===== config.mk =====
export PLATFORM = sky130hd
export DESIGN_NAME = uart_rx_fifo_reader
export DESIGN_NICKNAME = d
export VERILOG_FILES = /design/src/rtl/uart_rx_pkg.sv /design/src/rtl/uart_rx_byte_fifo.sv /design/src/rtl/uart_rx_fifo_reader.sv
export SDC_FILE = /design/constraint.sdc
export NUM_CORES = 1
export LEC_CHECK = 0
export ABC_AREA = 1
export CORE_MARGIN = 4
export CORE_UTILIZATION = 40
export CTS_CLUSTER_SIZE = 10
export DETAILED_ROUTE_END_ITERATION = 12
export PLACE_DENSITY_LB_ADDON = 0.08
export REMOVE_ABC_BUFFERS = 1
export SYNTH_ARGS = -nofsm -noshare
export SYNTH_HDL_FRONTEND = slang
export SYNTH_HIERARCHICAL = 1
export SYNTH_SLANG_ARGS = --single-unit

===== constraint.sdc =====
create_clock -name clk_i -period 3.35 [get_ports clk_i]
set_input_delay 0.67 -clock clk_i [delete_from_list [all_inputs] [get_ports clk_i]]
set_output_delay 0.67 -clock clk_i [all_outputs]
set_load 0.03 [all_outputs]

===== src/rtl/uart_rx_pkg.sv =====
`default_nettype none
// ============================================================================
// Module   : uart_rx_pkg
// Brief    : Shared types and constants for the 8N1 UART receiver with FIFO.
// Revision : 1.0 - initial release
// ============================================================================
package uart_rx_pkg;

    typedef enum logic [1:0] {
        IDLE  = 2'd0,
        START = 2'd1,
        DATA  = 2'd2,
        STOP  = 2'd3
    } uart_rx_state_e;

    localparam int UART_DATA_BITS            = 8;
    localparam int UART_CLKS_PER_BIT_DEFAULT = 43;  // 5 MHz / 115200 baud

endpackage
`default_nettype wire


===== src/rtl/uart_rx_byte_fifo.sv =====
`default_nettype none
// ============================================================================
// Module   : uart_rx_byte_fifo
// Brief    : First-word-fall-through byte FIFO; occupancy held in a count reg.
// Revision : 1.0 - initial release
// ============================================================================
module uart_rx_byte_fifo
    import uart_rx_pkg::*;
#(
    parameter int DEPTH = 8
) (
    input  logic                          clk_i,
    input  logic                          rst_ni,
    input  logic                          push_i,
    input  logic [UART_DATA_BITS-1:0]     data_i,
    input  logic                          pop_i,
    output logic [UART_DATA_BITS-1:0]     data_o,
    output logic                          valid_o,
    output logic [$clog2(DEPTH):0]        level_o,
    output logic                          drop_o
);

    localparam int                 c_PTR_W   = $clog2(DEPTH);
    localparam logic [c_PTR_W:0]   c_FULL    = (c_PTR_W + 1)'(DEPTH);
    localparam logic [c_PTR_W:0]   c_CNT_ONE = (c_PTR_W + 1)'(1);
    localparam logic [c_PTR_W-1:0] c_PTR_ONE = c_PTR_W'(1);

    logic [UART_DATA_BITS-1:0] mem_q [DEPTH];
    logic [c_PTR_W-1:0]        wr_ptr_q;
    logic [c_PTR_W-1:0]        rd_ptr_q;
    logic [c_PTR_W:0]          count_q;

    logic w_full;
    logic w_empty;
    logic w_do_pop;
    logic w_do_push;

    assign w_full    = (count_q == c_FULL);
    assign w_empty   = (count_q == '0);
    assign w_do_pop  = pop_i & ~w_empty;
    // A simultaneous pop frees the slot, so a push into a full FIFO still lands.
    assign w_do_push = push_i & (~w_full | w_do_pop);
    assign drop_o    = push_i & ~w_do_push;

    always_ff @(posedge clk_i or negedge rst_ni) begin
        if (!rst_ni) begin
            for (int i = 0; i < DEPTH; i++) begin
                mem_q[i] <= '0;
            end
            wr_ptr_q <= '0;
            rd_ptr_q <= '0;
            count_q  <= '0;
        end else begin
            if (w_do_push) begin
                mem_q[wr_ptr_q] <= data_i;
                wr_ptr_q        <= wr_ptr_q + c_PTR_ONE;
            end
            if (w_do_pop) begin
                rd_ptr_q <= rd_ptr_q + c_PTR_ONE;
            end
            unique case ({w_do_push, w_do_pop})
                2'b10:   count_q <= count_q + c_CNT_ONE;
                2'b01:   count_q <= count_q - c_CNT_ONE;
                default: count_q <= count_q;
            endcase
        end
    end

    assign data_o  = mem_q[rd_ptr_q];
    assign valid_o = ~w_empty;
    assign level_o = count_q;

endmodule
`default_nettype wire


===== src/rtl/uart_rx_fifo_reader.sv =====
`default_nettype none
// ============================================================================
// Module   : uart_rx_fifo_reader
// Brief    : 8N1 UART receiver feeding a FWFT byte FIFO, with sticky errors.
// Revision : 1.0 - initial release
// ============================================================================
module uart_rx_fifo_reader
    import uart_rx_pkg::*;
#(
    parameter int CLKS_PER_BIT = UART_CLKS_PER_BIT_DEFAULT,
    parameter int FIFO_DEPTH   = 8
) (
    input  logic                          clk_i,
    input  logic                          rst_ni,
    input  logic                          ser_rx_i,
    output logic [UART_DATA_BITS-1:0]     data_o,
    output logic                          data_valid_o,
    input  logic                          data_ready_i,
    output logic [$clog2(FIFO_DEPTH):0]   level_o,
    output logic                          frame_err_o,
    output logic                          overrun_o,
    input  logic                          clr_err_i,
    output logic                          busy_o
);

    localparam logic [15:0]        c_HALF_LOAD = 16'(CLKS_PER_BIT / 2 - 1);
    localparam logic [15:0]        c_BIT_LOAD  = 16'(CLKS_PER_BIT - 1);
    localparam int                 c_IDX_W     = $clog2(UART_DATA_BITS);
    localparam logic [c_IDX_W-1:0] c_LAST_BIT  = c_IDX_W'(UART_DATA_BITS - 1);
    localparam logic [c_IDX_W-1:0] c_IDX_ONE   = c_IDX_W'(1);

    logic sync1_q;
    logic sync2_q;
    logic prev_q;
    logic w_fall;

    uart_rx_state_e             state_q,   state_d;
    logic [15:0]                cnt_q,     cnt_d;
    logic [c_IDX_W-1:0]         bit_idx_q, bit_idx_d;
    logic [UART_DATA_BITS-1:0]  shift_q,   shift_d;
    logic                       frame_err_q, frame_err_d;
    logic                       overrun_q,   overrun_d;

    logic w_tick;
    logic w_push;
    logic w_ferr_set;
    logic w_drop;

    // Line idles high, so the synchronizer resets to 1 to avoid a phantom edge.
    always_ff @(posedge clk_i or negedge rst_ni) begin
        if (!rst_ni) begin
            sync1_q <= 1'b1;
            sync2_q <= 1'b1;
            prev_q  <= 1'b1;
        end else begin
            sync1_q <= ser_rx_i;
            sync2_q <= sync1_q;
            prev_q  <= sync2_q;
        end
    end

    assign w_fall = prev_q & ~sync2_q;
    assign w_tick = (cnt_q == '0);

    always_ff @(posedge clk_i or negedge rst_ni) begin
        if (!rst_ni) begin
            state_q     <= IDLE;
            cnt_q       <= '0;
            bit_idx_q   <= '0;
            shift_q     <= '0;
            frame_err_q <= 1'b0;
            overrun_q   <= 1'b0;
        end else begin
            state_q     <= state_d;
            cnt_q       <= cnt_d;
            bit_idx_q   <= bit_idx_d;
            shift_q     <= shift_d;
            frame_err_q <= frame_err_d;
            overrun_q   <= overrun_d;
        end
    end

    always_comb begin
        state_d    = state_q;
        cnt_d      = cnt_q;
        bit_idx_d  = bit_idx_q;
        shift_d    = shift_q;
        w_push     = 1'b0;
        w_ferr_set = 1'b0;

        unique case (state_q)
            IDLE: begin
                if (w_fall) begin
                    state_d = START;
                    cnt_d   = c_HALF_LOAD;
                end
            end
            START: begin
                if (!w_tick) begin
                    cnt_d = cnt_q - 16'd1;
                end else if (!sync2_q) begin
                    state_d   = DATA;
                    cnt_d     = c_BIT_LOAD;
                    bit_idx_d = '0;
                end else begin
                    state_d = IDLE;
                end
            end
            DATA: begin
                if (!w_tick) begin
                    cnt_d = cnt_q - 16'd1;
                end else begin
                    shift_d = {sync2_q, shift_q[UART_DATA_BITS-1:1]};
                    cnt_d   = c_BIT_LOAD;
                    if (bit_idx_q == c_LAST_BIT) begin
                        state_d = STOP;
                    end else begin
                        bit_idx_d = bit_idx_q + c_IDX_ONE;
                    end
                end
            end
            STOP: begin
                if (!w_tick) begin
                    cnt_d = cnt_q - 16'd1;
                end else begin
                    state_d    = IDLE;
                    w_push     = sync2_q;
                    w_ferr_set = ~sync2_q;
                end
            end
            default: state_d = IDLE;
        endcase

        // A new error outranks a clear arriving in the same cycle.
        frame_err_d = w_ferr_set | (frame_err_q & ~clr_err_i);
        overrun_d   = w_drop     | (overrun_q   & ~clr_err_i);
    end

    uart_rx_byte_fifo #(
        .DEPTH (FIFO_DEPTH)
    ) u_fifo (
        .clk_i   (clk_i),
        .rst_ni  (rst_ni),
        .push_i  (w_push),
        .data_i  (shift_q),
        .pop_i   (data_ready_i),
        .data_o  (data_o),
        .valid_o (data_valid_o),
        .level_o (level_o),
        .drop_o  (w_drop)
    );

    assign frame_err_o = frame_err_q;
    assign overrun_o   = overrun_q;
    assign busy_o      = (state_q != IDLE);

endmodule
`default_nettype wire


==> reports/results.tsv <==
stage	metric	value	unit
status	status	finished, final reports clean	
placed_design	routability congestion estimate	0.822	
floorplanning	core area	13500	um^2
synthesis	most common cell in the synthesized netlist	nand2_1	
setup_path	cell family with most CP delay	simple AND/OR/NAND/NOR gates	
setup_path	crit-path max FO	7	
layout	Total Nets Final	740	
synthesis	EDFF count, synth	0	
job	Max Cap Viol	0	
synthesis	register area share after synthesis	48.7	%
synthesis	#FFs+latches synth	108	
timing	hold_ws	0.359	ns
timing	Final Skew	0.00671	ns
route	drt drc	0	
timing	Final Slew Violations	0	
pwr	maximum vdd drop	0.000486	V
placed_design	I/O Buffers	20	
synthesis	Synth top area share	47.2	%
floorplanning	initial core utilization	41.3	%
setup_path	crit path launch type	flop	
hold_path	Hold Path Class	flop to flop	
clock_tree	clk slew on worst S/H paths	0.07	ns
setup_path	critical path arrival	3.16	ns
setup_path	end of the worst register-to-register path	u_fifo/level_o[3]	
global_route	GRT Resource Usage Total	17.4	%
setup_path	worst r2r src	cnt_q[0]	
synthesis	asr flop ratio synth	100	%
clock_tree	Hold Buf Count CTS	0	
synthesis	cell taking the most area after synthesis	dfrtp_1	
global_route	vias in the first global route	4420	
layout	antenna diode count	0	
timing	final worst path period share	87.0	%
pwr	leakage power	2.95	nW
timing	worst slew pin tran	0.717	ns
layout	Fillers	1356	
timing	Max transition margin	52.2	%
global_route	initial antenna violation count	0	
clock_tree	post-CTS sizing	0	
clock_tree	total CTS buffers	9	
setup_path	reg2reg path depth	16	
clock_tree	Max Buffers Root-to-Sink	2	
setup_path	Largest stage delay, worst path	0.39	ns
synthesis	most frequent cells after synthesis	nand2_1, nor2_1, dfrtp_1, o21ai_0, inv_1	
global_route	pin count of the biggest net entering global routing	54	
setup_path	CP required	3.59	ns
synthesis	top post-synthesis cells by area	dfrtp_1, nand2_1, nor2_1, o21ai_0, inv_1	
hold_path	worst hold stages	0	
setup_path	endpoint class of the critical path	flop	
synthesis	Distinct cells, synth	32	
synthesis	Synth Flop Type	dfrtp_1	
setup_path	slowest CP cell	nor3_1	
route	DRT Pass-1 Iters	5	
floorplanning	row count	42	
timing	RSZ-0062 raised after global routing	no	
setup_path	sum of buffers and inverters on the critical path	1	
clock_tree	H-tree levels	3	
timing	Setup TNS Final	0	ns
route	Via density	5.07	
layout	Area growth syn-to-layout	10.5	%
setup_path	critical path cell sequence	inv_1 > ha_1 > nand2_2 > nor2_4 > nand2_4 > nor3_1 > nand2_1 > ha_1 > ha_1 > nand2_1 > nor2_1 > nor2_1 > nand2_1 > nand2_1 > nand2_1 > nand2_1	
route	total number of vias	4568	
pwr	Power Density	861	nW/um^2
synthesis	Yosys warnings	6	
setup_path	Worst R2R Setup Slack	0.44	ns
synthesis	Post-Syn Area	5560	um^2
clock_tree	clk sinks	108	
hold_path	hold endpoint	sync2_q	
floorplanning	I/O pin cnt	21	
timing	fmax	0.343	GHz
route	WL/cell	14.7	um
clock_tree	root buffer cell	clkbuf_16	
floorplanning	chip width	126	um
timing	minimum clock period	2.91	ns
route	Iter 0 DRT Violations	343	
layout	layout cell share with drive strength beyond 1	6.62	%
synthesis	synthesized area per cell	7.88	um^2
setup_path	crit path kind	flop to flop	
global_route	global-route wire length before repair	22.4	mm
setup_path	CP most frequent cell	nand2_1	
global_route	grt total ovfl	0	
synthesis	Synth Instances	706	
floorplanning	chip height	126	um
route	Routed Antenna Nets	0	
timing	final hold vios	0	
timing	setup violators final	0	
clock_tree	CTS tree	built	
clock_tree	clk_lat worst skew	0.35	ns
clock_tree	Post-CTS Setup Bufs	0	
hold_path	hold_sp	sync1_q	
floorplanning	die area	15900	um^2
placed_design	Post-DP HPWL	8.74	mm
route	total routed wirelength	13.3	mm
-- state kept, by name, summed over array words and instances, names as in the netlist, 3 cells and up, named ones only --
name	flops
u_fifo/level_o	4
bit_idx_q	3
u_fifo/wr_ptr_q	3
u_fifo/rd_ptr_q	3
u_fifo/mem_q	64
cnt_q	16
shift_q	8
-- worst reg2reg max path, cell delays in order (launching register included) --
cell,delay [ns]
dfrtp_1,0.36
inv_1,0.10
ha_1,0.22
nand2_2,0.10
nor2_4,0.21
nand2_4,0.13
nor3_1,0.40
nand2_1,0.22
ha_1,0.31
ha_1,0.37
nand2_1,0.07
nor2_1,0.09
nor2_1,0.05
nand2_1,0.05
nand2_1,0.04
nand2_1,0.05
nand2_1,0.04
-- logic make-up after synthesis --
kind of cell,after synthesis,share of synthesized area (%)
xor gates and xnor gates,10,1.57
AOI/OAI and AO/OA,126,11.7
adders and majority gates,14,3.28
and+or+nand+nor,362,27.6
DFF,108,48.7
buffers and inverters,86,7.20
-- per-stage QoR --
step	utilization [%]	std cells	cell area [um^2]	total power, W	setup slack [ns]
5_1_grt	45.7	901	6140	0.00574	0.113
4_1_cts	45.7	901	6140	0.00534	0.398
3_5_place_dp	43.7	886	5880	0.00433	0.405
6_report	45.7	901	6140	0.00529	0.436
2_1_floorplan	-	681	5390	0.00352	0.0169
3_3_place_gp	43.7	886	5880	0.00430	0.544
-- layer usage --
layer  up-vias  routed length [um]  track usage, %
met5         -                   0               0
met4         0                 357            7.95
met3        27                 445            2.41
met2        84                6090            27.4
met1      2179                6370            24.0
li1       2278                   -               -
-- where the power goes --
part | internal, W | total [W] | switching, W
combinational | 0.000893 | 0.00264 | 0.00175
sequential | 0.00148 | 0.00166 | 0.000183
clock | 0.000505 | 0.000989 | 0.000484
-- how the worst max path moves through the flow --
stage	start	to	slack, ns	cells past startpoint
after floorplan	cnt_q[0]	u_fifo/level_o[3]	0.02	16
after global placement	cnt_q[0]	u_fifo/level_o[3]	0.54	16
after detailed placement	cnt_q[0]	u_fifo/level_o[3]	0.41	16
after CTS	cnt_q[0]	u_fifo/level_o[3]	0.40	16
after global routing	cnt_q[0]	u_fifo/level_o[3]	0.11	16
final	cnt_q[0]	u_fifo/level_o[3]	0.44	16
-- cell type report --
type                            count  area, um^2  area share (%)
Clock inverter                      5        38.8           0.631
Clock buffer                       10         229            3.73
Timing Repair Buffer               29         265            4.32
Sequential cell                   108        2710            44.1
Inverter                           61         229            3.73
Multi-Input combinational cell    512        2450            40.0
Tap cell                          176         220            3.58
-- layout by cell type (no fill, tap or decap), drive strengths merged --
| cell type | synthesis | layout |
|---|---|---|
| clkinv | 0 | 3 |
| clkbuf | 5 | 10 |
| nand4 | 12 | 12 |
| a21oi | 6 | 6 |
| fa | 1 | 1 |
| clkinvlp | 0 | 1 |
| o32ai | 1 | 1 |
| nand3 | 28 | 28 |
| o21ai | 117 | 117 |
| xor2 | 6 | 6 |
| nor3 | 3 | 3 |
| ha | 13 | 13 |
| xnor2 | 4 | 4 |
| dfrtp | 105 | 105 |
| nand2 | 198 | 198 |
| o21bai | 1 | 1 |
| clkdlybuf4s50 | 0 | 19 |
| o31ai | 1 | 1 |
| nor2 | 121 | 121 |
| inv | 61 | 62 |
| dfstp | 3 | 3 |
| buf | 20 | 10 |
Power figures use the tool's default switching activity.
